### config.mk
export PLATFORM = sky130hd
export DESIGN_NAME = fight_referee
export DESIGN_NICKNAME = d
export VERILOG_FILES = /design/src/rtl/fight_referee.sv
export SDC_FILE = /design/constraint.sdc
export NUM_CORES = 1
export LEC_CHECK = 0
export ABC_AREA = 1
export CORE_UTILIZATION = 58
export CTS_CLUSTER_DIAMETER = 60
export DETAILED_ROUTE_END_ITERATION = 10
export GPL_TIMING_DRIVEN = 0
export PLACE_DENSITY = 0.83
export SYNTH_ARGS = -nofsm -noshare
export SYNTH_HDL_FRONTEND = slang
export SYNTH_SLANG_ARGS = --single-unit
### constraint.sdc
create_clock -name clk -period 6.1 [get_ports clk]
set_clock_uncertainty 0.2 [all_clocks]
set_input_delay 1.22 -clock clk [delete_from_list [all_inputs] [get_ports clk]]
set_output_delay 1.22 -clock clk [all_outputs]
set_load 0.005 [all_outputs]
### src/rtl/fight_referee.sv
`default_nettype none
// ============================================================================
// Module      : fight_referee
// Description : Round controller and hit arbiter for the two-player fight.
//               Sequences menu/countdown/fight/game-over, resolves attacks,
//               tracks health and the round timer.
// Revision    : 1.0 - initial release
// ============================================================================
module fight_referee #(
    parameter int MAX_HEALTH        = 5,
    parameter int HIT_RANGE         = 4,
    parameter int TICKS_PER_SEC     = 60,
    parameter int ROUND_SECONDS     = 60,
    parameter int COUNTDOWN_SECONDS = 3
) (
    input  logic       clk,
    input  logic       nRst,
    input  logic       i_tick,
    input  logic       i_start,
    input  logic [2:0] i_p1_state,
    input  logic [2:0] i_p2_state,
    input  logic [4:0] i_p1_pos,
    input  logic [4:0] i_p2_pos,
    output logic [1:0] o_phase,
    output logic       o_freeze,
    output logic [2:0] o_p1_health,
    output logic [2:0] o_p2_health,
    output logic [6:0] o_timer,
    output logic [1:0] o_countdown,
    output logic       o_hit_p1,
    output logic       o_hit_p2,
    output logic [1:0] o_winner,
    output logic       o_game_over
);

    localparam logic [1:0] c_MENU      = 2'b00;
    localparam logic [1:0] c_COUNTDOWN = 2'b01;
    localparam logic [1:0] c_FIGHT     = 2'b10;
    localparam logic [1:0] c_GAME_OVER = 2'b11;

    localparam logic [1:0] c_WIN_NONE = 2'b00;
    localparam logic [1:0] c_WIN_P1   = 2'b01;
    localparam logic [1:0] c_WIN_P2   = 2'b10;
    localparam logic [1:0] c_WIN_DRAW = 2'b11;

    localparam int               c_SUB_W      = (TICKS_PER_SEC > 1) ? $clog2(TICKS_PER_SEC) : 1;
    localparam logic [c_SUB_W-1:0] c_SUB_LAST = c_SUB_W'(TICKS_PER_SEC - 1);
    localparam logic [2:0]       c_MAX_HEALTH = 3'(MAX_HEALTH);
    localparam logic [4:0]       c_HIT_RANGE  = 5'(HIT_RANGE);
    localparam logic [6:0]       c_ROUND      = 7'(ROUND_SECONDS);
    localparam logic [1:0]       c_COUNT      = 2'(COUNTDOWN_SECONDS);

    logic [1:0]         r_phase;
    logic [2:0]         r_p1_health;
    logic [2:0]         r_p2_health;
    logic [6:0]         r_timer;
    logic [1:0]         r_countdown;
    logic [c_SUB_W-1:0] r_sub;
    logic [2:0]         r_p1_prev;
    logic [2:0]         r_p2_prev;
    logic               r_hit_p1;
    logic               r_hit_p2;
    logic [1:0]         r_winner;

    logic [4:0] w_dist;
    logic       w_in_range;
    logic       w_p1_onset;
    logic       w_p2_onset;
    logic [2:0] w_dmg_to_p1;
    logic [2:0] w_dmg_to_p2;
    logic [2:0] w_p1_health_nxt;
    logic [2:0] w_p2_health_nxt;
    logic       w_sub_wrap;
    logic [6:0] w_timer_nxt;
    logic       w_round_end;
    logic [1:0] w_winner_nxt;

    function automatic logic is_attack(input logic [2:0] state);
        return (state == 3'b011) || (state == 3'b100);
    endfunction

    // A defender stepping backward absorbs one point of damage.
    function automatic logic [2:0] attack_damage(input logic [2:0] att, input logic [2:0] def);
        logic [2:0] dmg;
        dmg = (att == 3'b100) ? 3'd2 : 3'd1;
        if (def == 3'b001) begin
            dmg = dmg - 3'd1;
        end
        return dmg;
    endfunction

    always_comb begin
        w_dist          = (i_p1_pos >= i_p2_pos) ? (i_p1_pos - i_p2_pos) : (i_p2_pos - i_p1_pos);
        w_in_range      = (w_dist <= c_HIT_RANGE);
        w_p1_onset      = is_attack(i_p1_state) && !is_attack(r_p1_prev);
        w_p2_onset      = is_attack(i_p2_state) && !is_attack(r_p2_prev);
        w_dmg_to_p2     = (w_p1_onset && w_in_range) ? attack_damage(i_p1_state, i_p2_state) : 3'd0;
        w_dmg_to_p1     = (w_p2_onset && w_in_range) ? attack_damage(i_p2_state, i_p1_state) : 3'd0;
        w_p1_health_nxt = (r_p1_health > w_dmg_to_p1) ? (r_p1_health - w_dmg_to_p1) : 3'd0;
        w_p2_health_nxt = (r_p2_health > w_dmg_to_p2) ? (r_p2_health - w_dmg_to_p2) : 3'd0;
        w_sub_wrap      = (r_sub == c_SUB_LAST);
        w_timer_nxt     = (w_sub_wrap && (r_timer != 7'd0)) ? (r_timer - 7'd1) : r_timer;

        // Damage lands before the timer-expiry verdict on the same tick.
        w_round_end  = 1'b0;
        w_winner_nxt = c_WIN_NONE;
        if ((w_p1_health_nxt == 3'd0) || (w_p2_health_nxt == 3'd0)) begin
            w_round_end = 1'b1;
            if ((w_p1_health_nxt == 3'd0) && (w_p2_health_nxt == 3'd0)) begin
                w_winner_nxt = c_WIN_DRAW;
            end else if (w_p1_health_nxt == 3'd0) begin
                w_winner_nxt = c_WIN_P2;
            end else begin
                w_winner_nxt = c_WIN_P1;
            end
        end else if (w_timer_nxt == 7'd0) begin
            w_round_end = 1'b1;
            if (w_p1_health_nxt > w_p2_health_nxt) begin
                w_winner_nxt = c_WIN_P1;
            end else if (w_p1_health_nxt < w_p2_health_nxt) begin
                w_winner_nxt = c_WIN_P2;
            end else begin
                w_winner_nxt = c_WIN_DRAW;
            end
        end
    end

    always_ff @(posedge clk or negedge nRst) begin
        if (!nRst) begin
            r_phase     <= c_MENU;
            r_p1_health <= c_MAX_HEALTH;
            r_p2_health <= c_MAX_HEALTH;
            r_timer     <= c_ROUND;
            r_countdown <= 2'd0;
            r_sub       <= '0;
            r_p1_prev   <= 3'd0;
            r_p2_prev   <= 3'd0;
            r_hit_p1    <= 1'b0;
            r_hit_p2    <= 1'b0;
            r_winner    <= c_WIN_NONE;
        end else begin
            r_hit_p1 <= 1'b0;
            r_hit_p2 <= 1'b0;
            case (r_phase)
                c_MENU: begin
                    if (i_start) begin
                        r_phase     <= c_COUNTDOWN;
                        r_p1_health <= c_MAX_HEALTH;
                        r_p2_health <= c_MAX_HEALTH;
                        r_timer     <= c_ROUND;
                        r_winner    <= c_WIN_NONE;
                        r_countdown <= c_COUNT;
                        r_sub       <= '0;
                    end
                end
                c_COUNTDOWN: begin
                    if (i_tick) begin
                        if (w_sub_wrap) begin
                            r_sub       <= '0;
                            r_countdown <= r_countdown - 2'd1;
                            if (r_countdown == 2'd1) begin
                                r_phase   <= c_FIGHT;
                                r_p1_prev <= 3'd0;
                                r_p2_prev <= 3'd0;
                            end
                        end else begin
                            r_sub <= r_sub + 1'b1;
                        end
                    end
                end
                c_FIGHT: begin
                    if (i_tick) begin
                        r_p1_prev   <= i_p1_state;
                        r_p2_prev   <= i_p2_state;
                        r_sub       <= w_sub_wrap ? '0 : (r_sub + 1'b1);
                        r_timer     <= w_timer_nxt;
                        r_p1_health <= w_p1_health_nxt;
                        r_p2_health <= w_p2_health_nxt;
                        r_hit_p1    <= (w_dmg_to_p1 != 3'd0);
                        r_hit_p2    <= (w_dmg_to_p2 != 3'd0);
                        if (w_round_end) begin
                            r_phase  <= c_GAME_OVER;
                            r_winner <= w_winner_nxt;
                        end
                    end
                end
                default: begin
                    if (i_start) begin
                        r_phase  <= c_MENU;
                        r_winner <= c_WIN_NONE;
                    end
                end
            endcase
        end
    end

    assign o_phase     = r_phase;
    assign o_freeze    = (r_phase != c_FIGHT);
    assign o_game_over = (r_phase == c_GAME_OVER);
    assign o_p1_health = r_p1_health;
    assign o_p2_health = r_p2_health;
    assign o_timer     = r_timer;
    assign o_countdown = r_countdown;
    assign o_hit_p1    = r_hit_p1;
    assign o_hit_p2    = r_hit_p2;
    assign o_winner    = r_winner;

endmodule
`default_nettype wire

==> results of run 1 <==
## power breakdown
part / internal [mW] / switching, mW
registers: 0.265 / 0.0352
clock network: 0.0790 / 0.0800
logic: 0.168 / 0.263
## synth_stat cells (2+ instances only)
| cell type | instances |
|---|---|
| or2_2 | 4 |
| inv_1 | 78 |
| nor2_4 | 2 |
| a22oi_1 | 2 |
| inv_2 | 2 |
| fa_1 | 2 |
| o21ai_0 | 15 |
| a31oi_1 | 2 |
| and3_1 | 3 |
| nand2_2 | 10 |
| ha_1 | 27 |
| nand4_1 | 5 |
| o21ai_1 | 3 |
| xor2_1 | 4 |
| nand2_1 | 66 |
| o21bai_1 | 2 |
| a21oi_1 | 12 |
| nand3_1 | 30 |
| nor3b_1 | 2 |
| o22ai_1 | 8 |
| o2111ai_1 | 2 |
| nor2_1 | 39 |
| nor3_1 | 12 |
| dfrtp_1 | 25 |
| dfstp_2 | 8 |
## per-layer routing
layer	GRT usage [%]	vias to the layer above	share of wire [%]	wire [µm]
met4	6.89	0	1.4	81
li1	-	1329	-	-
met1	29.9	1151	44	2500
met2	45.4	61	50	2850
met3	3.99	9	4.1	231
met5	0	-	0	0
## final cells by class
| cell class | count | area [µm²] | area share [%] |
|---|---|---|---|
| Multi-Input combinational cell | 264 | 1580 | 47.8 |
| Sequential cell | 33 | 836 | 25.3 |
| Timing Repair Buffer | 42 | 415 | 12.6 |
| Inverter | 81 | 307 | 9.29 |
| Clock buffer | 6 | 72.6 | 2.20 |
| Tap cell | 52 | 65.1 | 1.97 |
| Buffer | 3 | 16.3 | 0.493 |
| Clock inverter | 2 | 10.0 | 0.303 |
## placed cells by master (no fill, tap or decap), drive strengths merged, types with 3 or more instances in the layout
| master | count |
|---|---|
| clkbuf | 7 |
| nor3 | 13 |
| dfrtp | 25 |
| a21oi | 13 |
| nand3 | 32 |
| buf | 3 |
| nand4 | 5 |
| dfstp | 8 |
| clkdlybuf4s50 | 41 |
| inv | 81 |
| and3 | 3 |
| xor2 | 4 |
| nor2 | 43 |
| o21ai | 19 |
| nand2 | 77 |
| or2 | 4 |
| o22ai | 8 |
| ha | 27 |
## state kept, by name, summed over array words and instances (netlist names)
signal       cells
o_timer          7
r_sub            6
o_p1_health      3
o_p2_health      3
r_p1_prev        3
r_p2_prev        3
o_countdown      2
o_phase          2
o_winner         2
o_hit_p1         1
o_hit_p2         1
## final timing paths
check | start | end | slack (ps) | depth (start not counted)
max | i_p1_pos[1] | o_winner[1] | 1010 | 28
min | o_winner[1] | o_winner[1] | 310 | 2
max reg2reg | r_p1_prev[2] | o_winner[1] | 2940 | 20
min reg2reg | o_winner[1] | o_winner[1] | 310 | 2
max in group asynchronous | nRst | o_hit_p2 | 4440 | 1
min in group asynchronous | nRst | r_sub[4] | 780 | 1
## worst reg2reg max path, stage by stage (launching register included)
cell and delay (ps):
dfrtp_1 380, inv_1 80, nor3_1 50, nor3_1 320, nand3_1 180, ha_1 300, inv_1 40, o21ai_0 130
o21ai_0 120, nand2_1 120, nand2_1 90, ha_1 300, inv_1 40, o21bai_1 120, a21oi_1 100, a31oi_1 160
nor2_1 60, nand3_1 100, nand2_1 50, nand3_1 80, nand2_1 50
## cells by family after synthesis
logic type,after synthesis,share of synthesized area (%)
simple gates,179,31.2
buf+inv,84,11.8
compound gates,52,11.3
flops,33,30.6
fa+ha+maj,29,13.8
xor+xnor,4,1.28
==> impl_metrics.json, run 1 <==
{
  "end_kind": "flop",
  "start_util_pct": 61.5,
  "powerDensity_nw_per_um2": 270,
  "hp-class": "flop to flop",
  "antenna_found_initial": 0,
  "hold_buffers": 0,
  "htreeDepth": 2,
  "fin_tns_setup_ps": 0,
  "setup_slack_ps": 1010,
  "syn2layout_area_growth_pct": 20.6,
  "violations": "DRC",
  "syn_area_um2": 2740,
  "dieArea_um2": 4990,
  "arrival_ps": 5070,
  "worst_ep_required_time_ps": 6080,
  "critPathLaunchType": "input port",
  "synth_ff_type": "dfrtp_1",
  "cts_tree": "yes",
  "setup_violations": 0,
  "drt_iter0_markers": 146,
  "drive_above_1_share_pct": 10.4,
  "cts_root_buffer": "clkbuf_8",
  "vias": 2550,
  "critical_path.max_fanout": 4,
  "final_area_um2": 3300,
  "slowest_delay_ps": 480,
  "total_power_mw": 0.890,
  "hold_ws_ps": 306,
  "antennaDiodeCount": 0,
  "clock-sinks": 33,
  "dieHeight_um": 70.7,
  "syn_inst": 381,
  "syn_area_per_cell_um2": 7.18,
  "num_rows": 24,
  "max-slew-margin-rel_pct": 51.2,
  "yosys_warnings": 0,
  "grt_pass1_vias": 2401,
  "synth_top_area_share_pct": 22.9,
  "drtPass1Iterations": 7,
  "stdcell_count": 483,
  "worst_pin_slew_ps": 732,
  "period_minus_slack_ps": 5090,
  "clk_pin_slew_ps": 70,
  "slew_violations": 0,
  "synth_area_leaders": "dfrtp_1 (23%), ha_1 (12%), inv_1 (11%), nand2_1 (9.1%), dfstp_2 (7.7%)",
  "finalCritPeriodShare_pct": 83.4,
  "placedCellCount": 475,
  "fin_nets": 479,
  "cpMostUsedCell": "nand2_1",
  "cp_num_buf_inv": 6,
  "synth_seq_cells": 33,
  "yosysUniqueCellTypes": 41,
  "core_um2": 4440,
  "drc": 2,
  "final_util_pct": 74.2,
  "cts_resized": 0,
  "via_per_inst": 5.28,
  "postCtsSetupBuffers": 0,
  "dp_hpwl_mm": 4.59,
  "overflow": 0,
  "crit_family": "simple AND/OR/NAND/NOR gates",
  "maxCapViolCount": 0,
  "wl_per_cell_um": 11.7,
  "ys_async_sr_fraction_pct": 100,
  "place_ws_ps": 797,
  "port_buffers": 42,
  "routed_wl_mm": 5.66,
  "criticalPathCategory": "input port to flop",
  "status": "complete, but fails checks",
  "p_leak_nw": 1.74,
  "num_io_pins": 43,
  "ir_drop_v": 0.000198,
  "timing.fmax_mhz": 197,
  "rsz0062_at_grt": "false",
  "clkLatencyLatePin_ps": 280,
  "synth_largest_area_cell": "dfrtp_1",
  "syn_nets": 430,
  "fill_cells": 365,
  "track_usage_pct": 24.7,
  "grt_pass1_wl_mm": 9.89,
  "die-width_um": 70.7,
  "hold_violations": 0,
  "seq_area_frac_synth_pct": 30.6,
  "clockBufferDepth": 2,
  "gp_congestion": 0.862,
  "crit_slowest_cell": "clkdlybuf4s50_1",
  "antenna_left": 0,
  "numCtsBuffers": 5,
  "synth-edff-count": 0,
  "placed_area_um2": 3220,
  "grt_start_max_net_pins": 34
}
Power figures use the tool's default switching activity.
==> run 2, diff against run 1 <==
CORE_UTILIZATION = 55   (was 58)
PLACE_DENSITY = 0.79   (was 0.83)
clock period = 5.2 ns   (was 6.1 ns; I/O delays follow)
==> run 2 against run 1 <==
  * The flow now finishes without violations
  * Clock power increased by 60%
  * Core utilization decreased by 3.5 points
  * Sequential power increased by 17%
  * Via count decreased by 0.63%
  * Largest cell class unchanged
==> impl_metrics.json, run 2 (synthesized netlist as in run 1, its figures left out) <==
{
  "slowest_delay_ps": 490,
  "crit_slowest_cell": "clkdlybuf4s50_1",
  "antennaDiodeCount": 0,
  "clkLatencyLatePin_ps": 290,
  "syn2layout_area_growth_pct": 23.0,
  "antenna_left": 0,
  "placed_area_um2": 3230,
  "p_leak_nw": 1.75,
  "fin_nets": 479,
  "hp-class": "flop to flop",
  "timing.fmax_mhz": 208,
  "numCtsBuffers": 5,
  "stdcell_count": 498,
  "num_io_pins": 43,
  "critical_path.max_fanout": 4,
  "maxCapViolCount": 0,
  "clock-sinks": 33,
  "fill_cells": 405,
  "arrival_ps": 4800,
  "drc": 0,
  "critPathLaunchType": "input port",
  "clk_pin_slew_ps": 70,
  "slew_violations": 0,
  "postCtsSetupBuffers": 0,
  "largest_register_ff_count": 7,
  "grt_start_max_net_pins": 34,
  "placedCellCount": 490,
  "mostFrequentLayoutCells": "inv_1 (78), nand2_1 (66), clkdlybuf4s50_1 (41)",
  "die-width_um": 72.5,
  "fin_tns_setup_ps": 0,
  "grt_pass1_wl_mm": 10.0,
  "setup_violations": 0,
  "core_um2": 4750,
  "gp_congestion": 0.832,
  "antenna_found_initial": 0,
  "num_rows": 25,
  "cts_tree": "yes",
  "clockBufferDepth": 2,
  "overflow": 0,
  "multiInputGateArea_um2": 1590,
  "cts_root_buffer": "clkbuf_8",
  "period_minus_slack_ps": 4810,
  "cpMostUsedCell": "nand2_1",
  "final_area_um2": 3360,
  "final_common_cell": "inv_1",
  "dp_hpwl_mm": 4.57,
  "drtPass1Iterations": 4,
  "worst_pin_slew_ps": 741,
  "routed_wl_mm": 5.73,
  "dieHeight_um": 72.5,
  "htreeDepth": 2,
  "status": "completed",
  "powerDensity_nw_per_um2": 332,
  "drt_iter0_markers": 86,
  "track_usage_pct": 24.1,
  "port_buffers": 42,
  "ir_drop_v": 0.000258,
  "wl_per_cell_um": 11.5,
  "criticalPathCategory": "input port to flop",
  "grt_pass1_vias": 2419,
  "dieArea_um2": 5260,
  "hold_violations": 0,
  "max-slew-margin-rel_pct": 50.6,
  "vias": 2534,
  "final-seq-area_um2": 836,
  "worst_ep_required_time_ps": 5180,
  "via_per_inst": 5.09,
  "drive_above_1_share_pct": 11.4,
  "start_util_pct": 57.5,
  "end_kind": "flop",
  "finalCritPeriodShare_pct": 92.6,
  "rsz0062_at_grt": "false"
}
==> run 2: worst paths after layout <==
path / from / endpoint / slack (ps) / cells past startpoint
min in group asynchronous: nRst / o_timer[0] / 610 / 1
worst max register to register: r_p2_prev[2] / o_winner[1] / 2020 / 19
worst min-delay path: o_winner[0] / o_winner[0] / 290 / 2
max in group asynchronous: nRst / o_p1_health[1] / 3720 / 1
worst min register to register: o_winner[0] / o_winner[0] / 290 / 2
worst max-delay path: i_p1_pos[1] / o_winner[1] / 390 / 30
==> run 2: final cells by class <==
class / instances / area share [%]
Timing Repair Buffer: 42 / 12.4
Clock buffer: 7 / 2.57
Sequential cell: 33 / 24.9
Clock inverter: 1 / 0.893
Multi-Input combinational cell: 264 / 47.2
Inverter: 81 / 9.11
Tap cell: 67 / 2.49
Buffer: 3 / 0.484
==> run 2: where the power goes <==
group	switching, mW	internal, mW	total, mW
clock	0.0983	0.156	0.255
sequential	0.0417	0.310	0.352
combinational	0.312	0.199	0.511
==> run 2: worst max-delay path: cells and delay by family <==
family | cells | cell delay [ps]
and+or+nand+nor | 17 | 1630
buffers and inverters | 6 | 850
adders and majority gates | 3 | 830
AOI/OAI and AO/OA | 4 | 460
==> run 2: repair_timing <==
action	in CTS	in global routing
gates resized for setup	0	5
endpoints found under the hold margin	0	0
hold buffers	0	0
endpoints found under the setup margin	0	2
==> run 2: per-layer routing <==
layer / vias to the layer above / wire, µm / GRT usage [%]
met5: - / 0 / 0
met4: 0 / 95 / 7.63
li1: 1323 / - / -
met1: 1150 / 2560 / 29.0
met3: 11 / 175 / 4.44
met2: 50 / 2890 / 43.3
==> run 2: metrics by stage <==
step	power, mW	worst slack [ps]	hold slack, ps	util, %
floorplan	0.698	909	268	-
global placement	0.841	164	283	68.1
detailed placement	0.860	43.1	288	68.0
CTS	1.12	320	304	70.5
global route	1.21	0.750	328	70.7
finish	1.12	385	290	70.7
